## config.mk

```make
export PLATFORM = sky130hd
export DESIGN_NAME = pv2dualfetch_fetch_pair
export DESIGN_NICKNAME = d
export VERILOG_FILES = /design/src/rtl/pv2dualfetch_fetch_pair.sv
export SDC_FILE = /design/constraint.sdc
export NUM_CORES = 1
export LEC_CHECK = 0
export CAP_MARGIN = 20
export CELL_PAD_IN_SITES_DETAIL_PLACEMENT = 1
export CELL_PAD_IN_SITES_GLOBAL_PLACEMENT = 2
export CORE_AREA = 3 3 198 200
export DETAILED_ROUTE_END_ITERATION = 8
export DIE_AREA = 0 0 201 203
export PLACE_DENSITY_LB_ADDON = 0.1
export SLEW_MARGIN = 30
export SYNTH_ARGS = -nofsm -noshare
export SYNTH_HDL_FRONTEND = slang
export SYNTH_HIERARCHICAL = 1
export SYNTH_SLANG_ARGS = --single-unit
export TNS_END_PERCENT = 5
```

## constraint.sdc

```tcl
create_clock -name clk -period 5.3 [get_ports clk]
set_input_delay 0.53 -clock clk [delete_from_list [all_inputs] [get_ports clk]]
set_output_delay 0.53 -clock clk [all_outputs]
set_load 0.01 [all_outputs]
```

## src/rtl/pv2dualfetch_fetch_pair.sv

```systemverilog
// Dual-port PARCv2 fetch: issues word reads at pc and pc+4 on two memory ports,
// pairs the in-order responses and hands each pair to decode as one packet.

module pv2dualfetch_fifo #(
    parameter int W = 32,
    parameter int D = 2
) (
    input  logic                   clk,
    input  logic                   reset,
    input  logic                   flush,
    input  logic                   push,
    input  logic [W-1:0]           din,
    input  logic                   pop,
    output logic [W-1:0]           dout,
    output logic [$clog2(D+1)-1:0] count
);
    localparam int PW = (D > 1) ? $clog2(D) : 1;
    localparam int CW = $clog2(D + 1);

    logic [W-1:0]  mem_q [D];
    logic [W-1:0]  mem_d [D];
    logic [PW-1:0] rd_q, rd_d, wr_q, wr_d;
    logic [CW-1:0] cnt_q, cnt_d;

    function automatic logic [PW-1:0] ptr_inc(input logic [PW-1:0] p);
        return (p == PW'(D - 1)) ? '0 : p + PW'(1);
    endfunction

    always_comb begin
        mem_d = mem_q;
        rd_d  = rd_q;
        wr_d  = wr_q;
        cnt_d = cnt_q;
        if (flush) begin
            rd_d  = '0;
            wr_d  = '0;
            cnt_d = '0;
        end else begin
            if (push) begin
                mem_d[wr_q] = din;
                wr_d        = ptr_inc(wr_q);
            end
            if (pop) rd_d = ptr_inc(rd_q);
            cnt_d = cnt_q + CW'(push) - CW'(pop);
        end
    end

    always_ff @(posedge clk or negedge reset) begin
        if (!reset) begin
            mem_q <= '{default: '0};
            rd_q  <= '0;
            wr_q  <= '0;
            cnt_q <= '0;
        end else begin
            mem_q <= mem_d;
            rd_q  <= rd_d;
            wr_q  <= wr_d;
            cnt_q <= cnt_d;
        end
    end

    assign dout  = mem_q[rd_q];
    assign count = cnt_q;
endmodule

module pv2dualfetch_fetch_pair #(
    parameter logic [31:0] p_reset_pc = 32'h0008_0000,
    parameter int          p_depth    = 2
) (
    input  logic        clk,
    input  logic        reset,
    input  logic        redirect_val,
    input  logic [31:0] redirect_pc,
    output logic [66:0] imemreq0_msg,
    output logic        imemreq0_val,
    input  logic        imemreq0_rdy,
    input  logic [34:0] imemresp0_msg,
    input  logic        imemresp0_val,
    output logic [66:0] imemreq1_msg,
    output logic        imemreq1_val,
    input  logic        imemreq1_rdy,
    input  logic [34:0] imemresp1_msg,
    input  logic        imemresp1_val,
    output logic        inst_val,
    input  logic        inst_rdy,
    output logic [31:0] inst_pc,
    output logic [31:0] inst0,
    output logic [31:0] inst1
);
    localparam int CW = $clog2(p_depth + 1);

    logic [31:0]   fetch_pc_q, fetch_pc_d;
    logic          sent0_q, sent0_d, sent1_q, sent1_d;
    logic [CW-1:0] inflight0_q, inflight0_d, inflight1_q, inflight1_d;
    logic [CW-1:0] drop0_q, drop0_d, drop1_q, drop1_d;
    logic [CW-1:0] cnt0, cnt1, pc_cnt;
    logic          fire0, fire1, both_done, pop, keep0, keep1;
    logic          unused_resp;

    // A transfer happens on any edge where val && rdy; val never waits on rdy.
    assign imemreq0_val = reset && !sent0_q &&
        (({1'b0, inflight0_q} + {1'b0, cnt0}) < (CW + 1)'(p_depth));
    assign imemreq1_val = reset && !sent1_q &&
        (({1'b0, inflight1_q} + {1'b0, cnt1}) < (CW + 1)'(p_depth));
    assign imemreq0_msg = {1'b0, fetch_pc_q, 2'b00, 32'h0};
    assign imemreq1_msg = {1'b0, fetch_pc_q + 32'd4, 2'b00, 32'h0};

    assign fire0     = imemreq0_val && imemreq0_rdy;
    assign fire1     = imemreq1_val && imemreq1_rdy;
    assign both_done = (sent0_q || fire0) && (sent1_q || fire1);
    assign keep0     = imemresp0_val && (drop0_q == '0) && !redirect_val;
    assign keep1     = imemresp1_val && (drop1_q == '0) && !redirect_val;
    assign pop       = inst_val && inst_rdy;
    assign unused_resp = ^{imemresp0_msg[34:32], imemresp1_msg[34:32]};

    always_comb begin
        fetch_pc_d  = fetch_pc_q;
        sent0_d     = sent0_q || fire0;
        sent1_d     = sent1_q || fire1;
        inflight0_d = inflight0_q + CW'(fire0) - CW'(imemresp0_val);
        inflight1_d = inflight1_q + CW'(fire1) - CW'(imemresp1_val);
        drop0_d     = drop0_q;
        drop1_d     = drop1_q;
        if (imemresp0_val && drop0_q != '0) drop0_d = drop0_q - CW'(1);
        if (imemresp1_val && drop1_q != '0) drop1_d = drop1_q - CW'(1);
        // Everything still in flight after a redirect edge belongs to the old path.
        if (redirect_val) begin
            fetch_pc_d = redirect_pc;
            sent0_d    = 1'b0;
            sent1_d    = 1'b0;
            drop0_d    = inflight0_d;
            drop1_d    = inflight1_d;
        end else if (both_done) begin
            fetch_pc_d = fetch_pc_q + 32'd8;
            sent0_d    = 1'b0;
            sent1_d    = 1'b0;
        end
    end

    always_ff @(posedge clk or negedge reset) begin
        if (!reset) begin
            fetch_pc_q  <= p_reset_pc;
            sent0_q     <= 1'b0;
            sent1_q     <= 1'b0;
            inflight0_q <= '0;
            inflight1_q <= '0;
            drop0_q     <= '0;
            drop1_q     <= '0;
        end else begin
            fetch_pc_q  <= fetch_pc_d;
            sent0_q     <= sent0_d;
            sent1_q     <= sent1_d;
            inflight0_q <= inflight0_d;
            inflight1_q <= inflight1_d;
            drop0_q     <= drop0_d;
            drop1_q     <= drop1_d;
        end
    end

    pv2dualfetch_fifo #(.W(32), .D(p_depth)) u_fifo0 (
        .clk(clk), .reset(reset), .flush(redirect_val), .push(keep0),
        .din(imemresp0_msg[31:0]), .pop(pop), .dout(inst0), .count(cnt0)
    );
    pv2dualfetch_fifo #(.W(32), .D(p_depth)) u_fifo1 (
        .clk(clk), .reset(reset), .flush(redirect_val), .push(keep1),
        .din(imemresp1_msg[31:0]), .pop(pop), .dout(inst1), .count(cnt1)
    );
    pv2dualfetch_fifo #(.W(32), .D(p_depth)) u_fifo_pc (
        .clk(clk), .reset(reset), .flush(redirect_val),
        .push(both_done && !redirect_val), .din(fetch_pc_q), .pop(pop),
        .dout(inst_pc), .count(pc_cnt)
    );

    assign inst_val = (pc_cnt != '0) && (cnt0 != '0) && (cnt1 != '0) && !redirect_val;
endmodule

```

==> flow_metrics.tcl <==
set metrics [dict create \
    root_buffer "clkbuf_16" \
    hold_depth 2 \
    timing.fmax_ghz 0.2479 \
    ir_drop_mv 0.1942 \
    rows 71 \
    slew_headroom_pct 44.79 \
    synthTopCellsByArea "dfrtp_1, mux2_2, buf_4" \
    yosys_warnings 6 \
    postSynthCellCount 996 \
    first_pass_iters 4 \
    cp-start-kind "flip-flop" \
    nFillCells 4007 \
    viasPerCell 4.785 \
    rrSetupSlack_ps 2210 \
    critPathRequiredTime_ps 4770 \
    ys_types 58 \
    min_from "redirect_val" \
    setup_viol 0 \
    drt-total-wl_um 34890 \
    leakagePower_nw 7.250 \
    fp.dieArea_um2 40800 \
    yosysTopAreaCellShare_pct 48.32 \
    antenna_found_initial 3 \
    drtIter0Drc 279 \
    grt_max_degree 92 \
    ioPinCount 343 \
    tightest_slew_ps 820.6 \
    holdPathEnd "u_fifo1/rd_q" \
    start_util_pct 33.76 \
    r2r_end "u_fifo_pc/mem_q[46]" \
    avgSynthCellArea_um2 12.74 \
    fin_ws_ps 1266 \
    status "completed" \
    die_y_um 203 \
    synth_area_leader_cell "dfrtp_1" \
    switchingPower_w 0.001990 \
    p_seq_share_pct 39.0 \
    post_cts_buffers 0 \
    synth-main-ff-cell "dfrtp_1" \
    ff2ff_path_depth 8 \
    num_vias 8526 \
    cts_sinks 246 \
    maxCapViolations 0 \
    post-route-drc-count 0 \
    cts_resized 0 \
    fin_crit_sh_pct 76.11 \
    synth_most_common_cell "mux2_2" \
    finalNetCount 1374 \
    cts_inserted_buffers 30 \
    clkPwrFrac_pct 28.2 \
    ys_ff_latch 246 \
    gr-total-overflow 0 \
    area_growth_pct 28.96 \
    hold_viol_final 0 \
    dpl_worst_slack_ps 1617 \
    h-tree-depth 1 \
    internal_power_w 0.005046 \
    clock_latency_ps 550 \
    cts_tree "done" \
    grt_setup_unrepaired "false" \
    yosys-top-cells-count "mux2_2, dfrtp_1, buf_4, nor2_1" \
    hold_class "input port to flip-flop" \
    dp_hpwl_um 23530 \
    synthArstFlopShare_pct 100.0 \
    port_buffers 266 \
    syn_area_um2 12690 \
    gp_congestion 0.7386 \
    path_clk_slew_ps 60 \
    utilization_pct 43.54 \
    grt_pass1_vias 9222 \
    layout.cells.non_filler 1782 \
    p_comb_share_pct 32.8 \
    track_usage_pct 16.68 \
    yosysSeqAreaShare_pct 48.53 \
    wire_per_inst_um 19.58 \
    drive_gt1_share_pct 29.21 \
    synth_edf_count 0 \
    finalClockSkew_ps 12.00 \
    fin_tns_setup_ps 0 \
    swShare_pct 28.28 \
    core_um2 37580 \
    grt_pass1_wl_um 54590 \
    ant_nets 0 \
    placed_cells 1726 \
    path_class "flip-flop to primary output" \
    clockBufferDepth 3 \
    r2r_start "u_fifo1/count[0]" \
    critPathMaxFanout 21 \
    finalWorstPathRequiredPeriod_ps 4034 \
    maxSlewViolCount 0 \
    crit_arrival_ps 3500 \
    cp-end-kind "primary output" \
    power_density_nw_per_um2 430.1 \
    fp.dieW_um 201 \
]
## worst max-delay path by stage
stage,from,endpoint,slack [ps],depth (start not counted)
after floorplan,inflight1_q[0],u_fifo_pc/mem_q[38],2280,10
after global placement,fetch_pc_q[2],imemreq1_msg[58],1680,6
after detailed placement,fetch_pc_q[2],imemreq1_msg[62],1620,6
after CTS,fetch_pc_q[2],imemreq1_msg[62],980,6
after global routing,fetch_pc_q[2],imemreq1_msg[54],1070,6
final,fetch_pc_q[3],imemreq1_msg[65],1270,6
## worst max-delay path, cell delays in order, from the launching register on
cell and delay, ps:
dfrtp_1 530, ha_1 330, nand3_1 170, or3_4 550
or4b_1 580, xnor2_1 210, clkdlybuf4s50_1 570
## layout make-up
type | count | area (um2) | area share (%)
Antenna cell | 1 | 2.502 | 0.01529
Clock buffer | 47 | 925.9 | 5.659
Clock inverter | 7 | 38.79 | 0.2371
Inverter | 18 | 67.56 | 0.4129
Multi-Input combinational cell | 673 | 5764 | 35.23
Sequential cell | 246 | 6161 | 37.65
Tap cell | 511 | 639.4 | 3.908
Timing Repair Buffer | 279 | 2763 | 16.88
## power by group through the flow
| stage | clock, W | sequential [W] | combinational [W] |
|---|---|---|---|
| floorplan | 0 | 0.00267 | 0.00132 |
| global placement | 0 | 0.00275 | 0.00232 |
| detailed placement | 0 | 0.00278 | 0.00234 |
| CTS | 0.00207 | 0.00275 | 0.00236 |
| global route | 0.00216 | 0.00283 | 0.00250 |
| finish | 0.00199 | 0.00274 | 0.00231 |
## sequential cells by signal, summed over array words and instances, names as in the netlist, 32 cells and up
name	flops
u_fifo_pc/mem_q	64
fetch_pc_q	32
u_fifo1/mem_q	64
u_fifo0/mem_q	64
## kinds of logic (layout without fill, tap and decap cells)
| group | Yosys count | in the layout | synth area share, % |
|---|---|---|---|
| AO/OA/AOI/OAI | 64 | 64 | 3.462 |
| flip-flops | 246 | 246 | 48.53 |
| multiplexers | 291 | 291 | 25.82 |
| adder cells (fa/ha/maj) | 16 | 16 | 1.696 |
| XOR/XNOR | 45 | 45 | 3.432 |
| other | 1 | 71 | 0.02956 |
| buffers and inverters | 146 | 351 | 8.402 |
| AND/OR/NAND/NOR | 187 | 187 | 8.629 |
## layout by cell type (no fill, tap or decap), types with 9 or more instances in the layout
cell type	count
nand2_1	35
nand3_1	19
mux2_2	284
clkdlybuf4s50_1	264
xnor2_1	35
o21ai_0	13
o31ai_1	9
clkbuf_16	31
a31oi_1	20
dfrtp_1	244
buf_4	12
nor2_1	44
clkbuf_8	9
conb_1	70
or4_1	11
ha_1	14
inv_1	18
nand4_1	19
## repair_timing
action                                 4_1_cts  5_1_grt
endpoints found under the hold margin       16        0
setup endpoints to repair                    0        0
hold buffers                                 1        0
## through the flow
stage	hold WS [ps]	power [W]	instance area, um2
floorplan	234.4	0.003990	12950
global placement	466.8	0.005072	15340
detailed placement	475.5	0.005122	15370
CTS	233.3	0.007180	16350
global route	248.8	0.007491	16360
finish	266.4	0.007037	16360
## per-layer routing
layer / vias to the layer above / share of wire [%] / global-route usage, %
met5: - / 0.12 / 0
met1: 4333 / 45 / 22.17
li1: 3944 / - / -
met4: 6 / 1.4 / 3.588
met3: 43 / 5.5 / 4.105
met2: 200 / 48 / 27.72
(Power assumes the default switching activity.)
